$ cat src/rtl/shared_reg_pkg.sv
// Purpose: shared types, limits and helper functions for the shared register arbiter.
// Latency: n/a (package only).
// Backpressure: n/a (package only).
package shared_reg_pkg;

    // Largest requester count the arbiter is built for.
    localparam int MAX_N = 16;

    // Constant-evaluable ceil(log2(value)) used to size owner index and pointer.
    function automatic int clog2_f(input int value);
        int res;
        int v;
        res = 0;
        v   = value - 1;
        while (v > 0) begin
            res = res + 1;
            v   = v >> 1;
        end
        return res;
    endfunction

    // Converts a one-hot vector to its bit position; zero input yields 0.
    function automatic int unsigned onehot_to_idx(input logic [MAX_N-1:0] oh);
        int unsigned idx;
        idx = 0;
        for (int i = 0; i < MAX_N; i++) begin
            if (oh[i]) begin
                idx = idx | unsigned'(i);
            end
        end
        return idx;
    endfunction

endpackage

$ cat src/rtl/rr_pick.sv
// Purpose: round-robin pick of the first eligible requester at or above ptr, wrapping N-1 -> 0.
// Latency: purely combinational, zero cycles.
// Backpressure: none; any=0 means nobody is eligible this cycle.
module rr_pick
    import shared_reg_pkg::*;
#(
    parameter  int N    = 4,
    localparam int IDXW = clog2_f(N)
) (
    input  logic [N-1:0]    elig,
    input  logic [IDXW-1:0] ptr,
    output logic [IDXW-1:0] idx,
    output logic            any
);

    logic [N-1:0]  rot;
    logic [N-1:0]  low;
    logic [IDXW:0] sum;

    // Rotate so ptr sits at bit 0, isolate the lowest set bit, then map back to an absolute index.
    always_comb begin
        rot = N'({elig, elig} >> ptr);
        low = rot & (~rot + 1'b1);
        sum = {1'b0, ptr} + (IDXW+1)'(onehot_to_idx(MAX_N'(low)));
        if (sum >= (IDXW+1)'(N)) begin
            sum = sum - (IDXW+1)'(N);
        end
        idx = sum[IDXW-1:0];
        any = |elig;
    end

endmodule

$ cat src/rtl/shared_reg_arbiter.sv
// Purpose: one W-bit register shared by N requesters, round-robin arbitrated, with sync clear.
// Latency: req seen at edge E -> gnt pulse and new q visible together just after E.
// Backpressure: losers keep req high and retry; last winner is masked one cycle.
// Optional: SHARED_REG_LOCK_EN adds a lock input letting the current owner rewrite every cycle.
module shared_reg_arbiter
    import shared_reg_pkg::*;
#(
    parameter  int N    = 4,
    parameter  int W    = 8,
    localparam int IDXW = clog2_f(N)
) (
    input  logic              clk,
    input  logic              r,
    input  logic [N-1:0]      req,
    input  logic [N*W-1:0]    din,
    input  logic              clr,
`ifdef SHARED_REG_LOCK_EN
    input  logic [N-1:0]      lock,
`endif
    output logic [N-1:0]      gnt,
    output logic [W-1:0]      q,
    output logic [IDXW-1:0]   q_owner,
    output logic              q_vld
);

    logic [N-1:0]    gnt_q,     gnt_d;
    logic [W-1:0]    q_q,       q_d;
    logic [IDXW-1:0] q_owner_q, q_owner_d;
    logic            q_vld_q,   q_vld_d;
    logic [IDXW-1:0] ptr_q,     ptr_d;

    logic [N-1:0]    owner_oh;
    logic            lock_hold;
    logic [N-1:0]    elig;
    logic [IDXW-1:0] pick_idx;
    logic            pick_any;
    logic [W-1:0]    pick_dat;
    logic [IDXW:0]   ptr_inc;
    logic [IDXW-1:0] ptr_nxt;

    // Eligibility: normally mask last cycle's winner; a held lock restricts eligibility to the owner.
    always_comb begin
        owner_oh = N'(1) << q_owner_q;
`ifdef SHARED_REG_LOCK_EN
        lock_hold = q_vld_q & lock[q_owner_q];
`else
        lock_hold = 1'b0;
`endif
        if (lock_hold) begin
            elig = req & owner_oh;
        end else begin
            elig = req & ~gnt_q;
        end
    end

    rr_pick #(
        .N (N)
    ) u_rr_pick (
        .elig (elig),
        .ptr  (ptr_q),
        .idx  (pick_idx),
        .any  (pick_any)
    );

    assign pick_dat = din[int'(pick_idx)*W +: W];

    // Pointer moves to the slot just after the winner, wrapping N-1 -> 0.
    always_comb begin
        ptr_inc = {1'b0, pick_idx} + 1'b1;
        if (ptr_inc == (IDXW+1)'(N)) begin
            ptr_nxt = '0;
        end else begin
            ptr_nxt = ptr_inc[IDXW-1:0];
        end
    end

    // Next state: clear beats a grant; without clear or winner everything but gnt holds.
    always_comb begin
        gnt_d     = '0;
        q_d       = q_q;
        q_owner_d = q_owner_q;
        q_vld_d   = q_vld_q;
        ptr_d     = ptr_q;
        if (clr) begin
            q_d       = '0;
            q_owner_d = '0;
            q_vld_d   = 1'b0;
        end else if (pick_any) begin
            q_d       = pick_dat;
            q_owner_d = pick_idx;
            q_vld_d   = 1'b1;
            gnt_d     = N'(1) << pick_idx;
            if (!lock_hold) begin
                ptr_d = ptr_nxt;
            end
        end
    end

    // State registers; reset is asynchronous, release is sampled on clk.
    always_ff @(posedge clk or negedge r) begin
        if (!r) begin
            gnt_q     <= '0;
            q_q       <= '0;
            q_owner_q <= '0;
            q_vld_q   <= 1'b0;
            ptr_q     <= '0;
        end else begin
            gnt_q     <= gnt_d;
            q_q       <= q_d;
            q_owner_q <= q_owner_d;
            q_vld_q   <= q_vld_d;
            ptr_q     <= ptr_d;
        end
    end

    assign gnt     = gnt_q;
    assign q       = q_q;
    assign q_owner = q_owner_q;
    assign q_vld   = q_vld_q;

endmodule

$ cat config.mk
export PLATFORM = sky130hd
export DESIGN_NAME = shared_reg_arbiter
export DESIGN_NICKNAME = d
export VERILOG_FILES = /design/src/rtl/shared_reg_pkg.sv /design/src/rtl/rr_pick.sv /design/src/rtl/shared_reg_arbiter.sv
export SDC_FILE = /design/constraint.sdc
export NUM_CORES = 1
export LEC_CHECK = 0
export ABC_CLOCK_PERIOD_IN_PS = 4850
export BUFFER_PORTS_ARGS = -buffer_cell sky130_fd_sc_hd__buf_4
export CAP_MARGIN = 20
export CORE_MARGIN = 2
export CORE_UTILIZATION = 50
export CTS_CLUSTER_DIAMETER = 120
export DETAILED_ROUTE_END_ITERATION = 7
export HOLD_SLACK_MARGIN = 0.03
export PLACE_DENSITY_LB_ADDON = 0.25
export SETUP_SLACK_MARGIN = 0.02
export SLEW_MARGIN = 25
export SYNTH_ARGS = -nofsm -noshare
export SYNTH_HDL_FRONTEND = slang
export SYNTH_HIERARCHICAL = 1
export SYNTH_SLANG_ARGS = --single-unit
$ cat constraint.sdc
create_clock -name clk -period 4.85 [get_ports clk]
set_input_delay 0.485 -clock clk [delete_from_list [all_inputs] [get_ports clk]]
set_output_delay 0.485 -clock clk [all_outputs]
set_load 0.01 [all_outputs]
* After elaboration in Yosys (flattened, before gate mapping)
Cells that the tools add are included.
** Storage, ports and cells
- Output and inout bits :: 15
- Register bits after elaboration :: 17
** Operators by class
- Bitwise gates (word level) :: 5
- Shifts and indexed selects :: 3
- Mux-type cells :: 13
- Reductions and logical operators :: 3
- Eq/ne operators :: 1
- $lt $le $gt $ge :: 1
- $add $sub $neg :: 4
** Operators by type and width (count)
- $shiftx A32 B6 Y8 :: 1
- $mux W8 :: 2
- $mux W2 :: 6
- $and A4 B4 Y4 :: 2
- $mux W4 :: 2
- $not A4 Y4 :: 2
- $shr A8 B2 Y4 :: 1
- $add A4 B1 Y4 const B :: 1
- $reduce_or A4 Y1 :: 1
- $shl A1 B2 Y4 const A :: 1
- $add A2 B1 Y3 const B :: 1
- $add A2 B2 Y3 :: 1
- $eq A3 B3 Y1 const B :: 1
- $ge A3 B3 Y1 const B :: 1
- $mux W1 :: 3
- $reduce_and A2 Y1 :: 1
- $reduce_bool A2 Y1 :: 1
- $sub A2 B1 Y2 const B :: 1
- $not A1 Y1 :: 1

* Depth between registers and ports, before layout
- Depth in word-level cells :: 15
- Depth in mapped cells :: 11

* Hierarchy
Netlist, hierarchy kept.
** Modules (own cells, without submodules)
- shared_reg_arbiter :: instances 1, cells each 80, area each 972.2 µm², sequential area each 425.4 µm²
- rr_pick :: instances 1, cells each 27, area each 190.2 µm², sequential area each 0.0 µm²

* Worst setup path after synthesis
Ideal clock, no wire load.
- Path kind :: input to register
- From :: in req[1]
- To :: reg ptr_q[1]
- Required time :: 4.725 ns
- Setup slack :: 2.213 ns
- Cell stages on the path :: 10
- Setup time :: 0.125 ns
- Data arrival time :: 2.513 ns
- Buffers on the path :: 0
- Cell sequence :: nor2b_1 > o22ai_1 > o21ai_1 > o221ai_1 > ha_1 > xor2_1 > xnor2_1 > inv_1 > ha_1 > mux2_2
** Between the ends
- Word-level cells in the longest chain between the ends :: 14
** RTL lines
- start, declared :: RTL line shared_reg_arbiter.sv:14 : input logic [N-1:0] req,
- $and A4 B4 Y4 (*) :: RTL line shared_reg_arbiter.sv:52 : elig = req & ~gnt_q;
- $shr A8 B2 Y4 (*) :: RTL line rr_pick.sv:22 : rot = N'({elig, elig} >> ptr);
- $not A4 Y4 :: RTL line rr_pick.sv:23 : low = rot & (~rot + 1'b1);
- $add A4 B1 Y4 :: RTL line rr_pick.sv:23
- $and A4 B4 Y4 (*) :: RTL line rr_pick.sv:23
- $mux W1 :: RTL line shared_reg_pkg.sv:27 : if (oh[i]) begin
- $mux W2 :: RTL line shared_reg_pkg.sv:27
- $mux W2 (*) :: RTL line shared_reg_pkg.sv:27
- $add A2 B2 Y3 (*) :: RTL line rr_pick.sv:24 : sum = {1'b0, ptr} + (IDXW+1)'(onehot_to_idx(MAX_N'(low)));
- $ge A3 B3 Y1 / $sub A2 B1 Y2 (equally long branches) :: RTL line rr_pick.sv:25, rr_pick.sv:26
- $mux W2 (*) :: RTL line rr_pick.sv:25 : if (sum >= (IDXW+1)'(N)) begin
- net pick_idx[1] :: RTL line shared_reg_arbiter.sv:35 : logic [IDXW-1:0] pick_idx;
- $add A2 B1 Y3 (*) :: RTL line shared_reg_arbiter.sv:69 : ptr_inc = {1'b0, pick_idx} + 1'b1;
- $eq A3 B3 Y1 :: RTL line shared_reg_arbiter.sv:70 : if (ptr_inc == (IDXW+1)'(N)) begin
- $mux W2 (*) :: RTL line shared_reg_arbiter.sv:70
- net ptr_nxt[1] :: RTL line shared_reg_arbiter.sv:39 : logic [IDXW-1:0] ptr_nxt;
- end signal, assigned :: RTL line shared_reg_arbiter.sv:112 : ptr_q <= ptr_d;
- end, declared :: RTL line shared_reg_arbiter.sv:30 : logic [IDXW-1:0] ptr_q, ptr_d;
Mark *: on every way through the listed nets, which the timed path passes. The rest lies on a longest branch.
A chain may end at the register's enable or synchronous reset.

* Worst setup path after layout
- From :: reg gnt_q[1], in the netlist gnt[1]
- To :: reg ptr_q[1]
** Between the ends
- Word-level cells in the longest chain between the ends :: 15
** RTL lines
- start, declared :: RTL line shared_reg_arbiter.sv:26 : logic [N-1:0] gnt_q, gnt_d;
- start signal, assigned :: RTL line shared_reg_arbiter.sv:108 : gnt_q <= gnt_d;
- $not A4 Y4 (*) :: RTL line shared_reg_arbiter.sv:52
- $and A4 B4 Y4 (*) :: RTL line shared_reg_arbiter.sv:52
- net elig[1] :: RTL line shared_reg_arbiter.sv:34 : logic [N-1:0] elig;
- $shr A8 B2 Y4 (*) :: RTL line rr_pick.sv:22
- $not A4 Y4 :: RTL line rr_pick.sv:23
- $add A4 B1 Y4 :: RTL line rr_pick.sv:23
- $and A4 B4 Y4 (*) :: RTL line rr_pick.sv:23
- $mux W1 :: RTL line shared_reg_pkg.sv:27
- (+2 left out)
- $add A2 B2 Y3 (*) :: RTL line rr_pick.sv:24
- $ge A3 B3 Y1 / $sub A2 B1 Y2 (equally long branches) :: RTL line rr_pick.sv:25, rr_pick.sv:26
- $mux W2 (*) :: RTL line rr_pick.sv:25
- net pick_idx[0] :: RTL line shared_reg_arbiter.sv:35
- $add A2 B1 Y3 (*) :: RTL line shared_reg_arbiter.sv:69
- $eq A3 B3 Y1 :: RTL line shared_reg_arbiter.sv:70
- $mux W2 (*) :: RTL line shared_reg_arbiter.sv:70
- net ptr_nxt[1] :: RTL line shared_reg_arbiter.sv:39
Marked as above.

==> impl_metrics.ini <==
[finish]
nFillCells = 173
finalNonFillerCells = 186
drive_gt1_frac = 0.462
n_antenna_cell = 0
area_growth_pct = 35.7
final_util = 0.713
fin_area_sq_um = 1580
final_nets = 203

[worst_setup_path]
start_kind = flip-flop
crit_chain = nor2b_1 > o22ai_1 > o21ai_1 > o221ai_1 > ha_1 > inv_1 > ha_1 > mux2_2
cp_num_buf_inv = 1
path_class = reg2reg
cp_top_family = adder cells
crit_path_start = gnt[1]
crit_top_cell = ha_1
cp-end-kind = flip-flop
crit_required_ps = 5020
crit_fanout = 21
cpPeakStageDelay_ps = 940
r2r-start = gnt[1]
crit_slowest_cell = ha_1
worstPathArrival_ps = 3220

[pwr]
power_mw = 0.955
p_per_area_nw_per_um2 = 605
peakVddDrop_mv = 0.455
leakage_nw = 0.799

[floorplanning]
fp.dieH_um = 52.2
initial_core_util = 0.525
core_area_sq_um = 2210
num_io_pins = 54
std_cell_rows = 17
die_area_sq_um = 2730
die_w_um = 52.2

[detailed_routing]
via_per_inst = 5.53
totalWireLength_um = 2640
post_drt_wl_per_cell_um = 14.2
first_pass_iters = 4
drc = 0
drtAntennaViolNets = 0
num_vias = 1028
drtIter0Drc = 10

[timing]
hold_viol = 0
period_minus_slack_ps = 3050
fin_ws_ps = 1800
period_share = 0.629
rsz0062_at_grt = false
fin_hold_ws_ps = 41.3
tns_ps = 0
finClkSkew_ps = 0.972
slew_headroom = 0.367
setup_viol = 0
tightest_slew_ps = 949
fmaxAchievable_mhz = 328
maxSlewViolCount = 0

[cts]
clock_latency_ps = 280
cts_setup_buffers = 0
cts_sinks = 17
clk_pin_slew_ps = 90
cts_tree = built
root_buffer = clkbuf_4
cts_buffers = 3
cts_resized = 0
cts_max_path_buffers = 2
h-tree-depth = 1
postCtsHoldBufs = 0

[yosys]
syn_avg_cell_area_sq_um = 10.9
synthDistinctLibCells = 28
synthesis.instances = 107
ys_warn_count = 6
ys_seq_area_frac = 0.366
synth_area_sq_um = 1160
synth_nets = 151
ys_ff_latch = 17

[outcome]
status = finished clean

[grt]
grt_antenna_before_repair = 0
overflow = 0
grt_pass1_wl_um = 4390
grt_usage = 0.221
grt_max_degree = 22
grt_pass1_vias = 1047

[placement]
dp.final_hpwl_um = 2090
post_dp_cell_area_sq_um = 1550
place_ws_ps = 1590
port_buffers = 53
dp_cells = 182
routabilityCongestion = 0.710

[min_path]
hold_class = in2async

[job]
max_cap_violations = 0
-- sequential cells by signal (all words and copies together) (netlist names) --
signal   cells
ptr_q        2
q            8
q_vld        1
gnt          4
q_owner      2
-- Yosys cell counts --
| cell | count | area, sq um |
|---|---|---|
| mux2i_1 | 19 | 190 |
| dfrtp_1 | 17 | 425 |
| nor2_1 | 9 | 33.8 |
| o221ai_1 | 8 | 70.1 |
| or3b_2 | 8 | 70.1 |
| ha_1 | 5 | 62.6 |
| and2_1 | 4 | 25.0 |
| nand2_1 | 4 | 15.0 |
| nand2b_1 | 4 | 25.0 |
| nor2b_1 | 4 | 25.0 |
| buf_4 | 3 | 22.5 |
| and2b_2 | 2 | 17.5 |
| buf_2 | 2 | 10.0 |
| inv_1 | 2 | 7.51 |
| mux2_2 | 2 | 22.5 |
| o221ai_2 | 2 | 30.0 |
| a2111oi_2 | 1 | 15.0 |
| a211oi_2 | 1 | 12.5 |
| a22o_1 | 1 | 8.76 |
| buf_6 | 1 | 11.3 |
| nand3b_2 | 1 | 11.3 |
| nor4b_1 | 1 | 8.76 |
| o21ai_0 | 1 | 5.00 |
| o21ai_1 | 1 | 5.00 |
| o22ai_1 | 1 | 6.26 |
| or3b_1 | 1 | 8.76 |
| xnor2_1 | 1 | 8.76 |
| xor2_1 | 1 | 8.76 |
-- report_power, final --
part	internal (mW)	switching, mW
Clock	0.0319	0.0404
Combinational	0.322	0.325
Sequential	0.195	0.0409
Total	0.549	0.406
-- layout make-up --
type / count / area (sq um) / share of cell area
Inverter: 2 / 7.51 / 0.00476
Tap cell: 28 / 35.0 / 0.0222
Sequential cell: 17 / 425 / 0.270
Clock buffer: 4 / 26.3 / 0.0167
Multi-Input combinational cell: 82 / 686 / 0.435
Timing Repair Buffer: 53 / 398 / 0.252
-- worst paths after layout --
path | to | slack, ps | cells after the start
max in group asynchronous | q_vld | 4630 | 1
max | ptr_q[1] | 1800 | 8
min reg2reg | q_vld | 510 | 2
min | q[6] | 40 | 1
min in group clk | q_vld | 460 | 2
max reg2reg | ptr_q[1] | 1800 | 8
-- per-layer routing --
layer / vias to the layer above / wire [um] / GRT usage
met5: - / 0 / 0
met4: 0 / 13 / 0.0812
met3: 2 / 100 / 0.0429
met2: 30 / 1510 / 0.430
met1: 494 / 1020 / 0.232
li1: 502 / - / -
-- placed cells by master (no fill, tap or decap), types with 3 or more instances in the layout --
cell / count
buf_4: 53
mux2i_1: 19
dfrtp_1: 17
nor2_1: 9
or3b_2: 8
o221ai_1: 8
ha_1: 5
and2_1: 4
nor2b_1: 4
nand2_1: 4
nand2b_1: 4
clkbuf_4: 3
-- logic make-up (layout without fill, tap and decap cells) --
logic type | count (synthesis) | count (layout) | share of synthesized area
AO/OA/AOI/OAI | 16 | 16 | 0.131
XOR/XNOR | 2 | 2 | 0.0151
adder cells (fa/ha/maj) | 5 | 5 | 0.0538
buffers and inverters | 8 | 59 | 0.0441
flip-flops | 17 | 17 | 0.366
multiplexers | 21 | 21 | 0.183
AND/OR/NAND/NOR | 38 | 38 | 0.207
No activity file was read; power rests on OpenSTA's default activity.
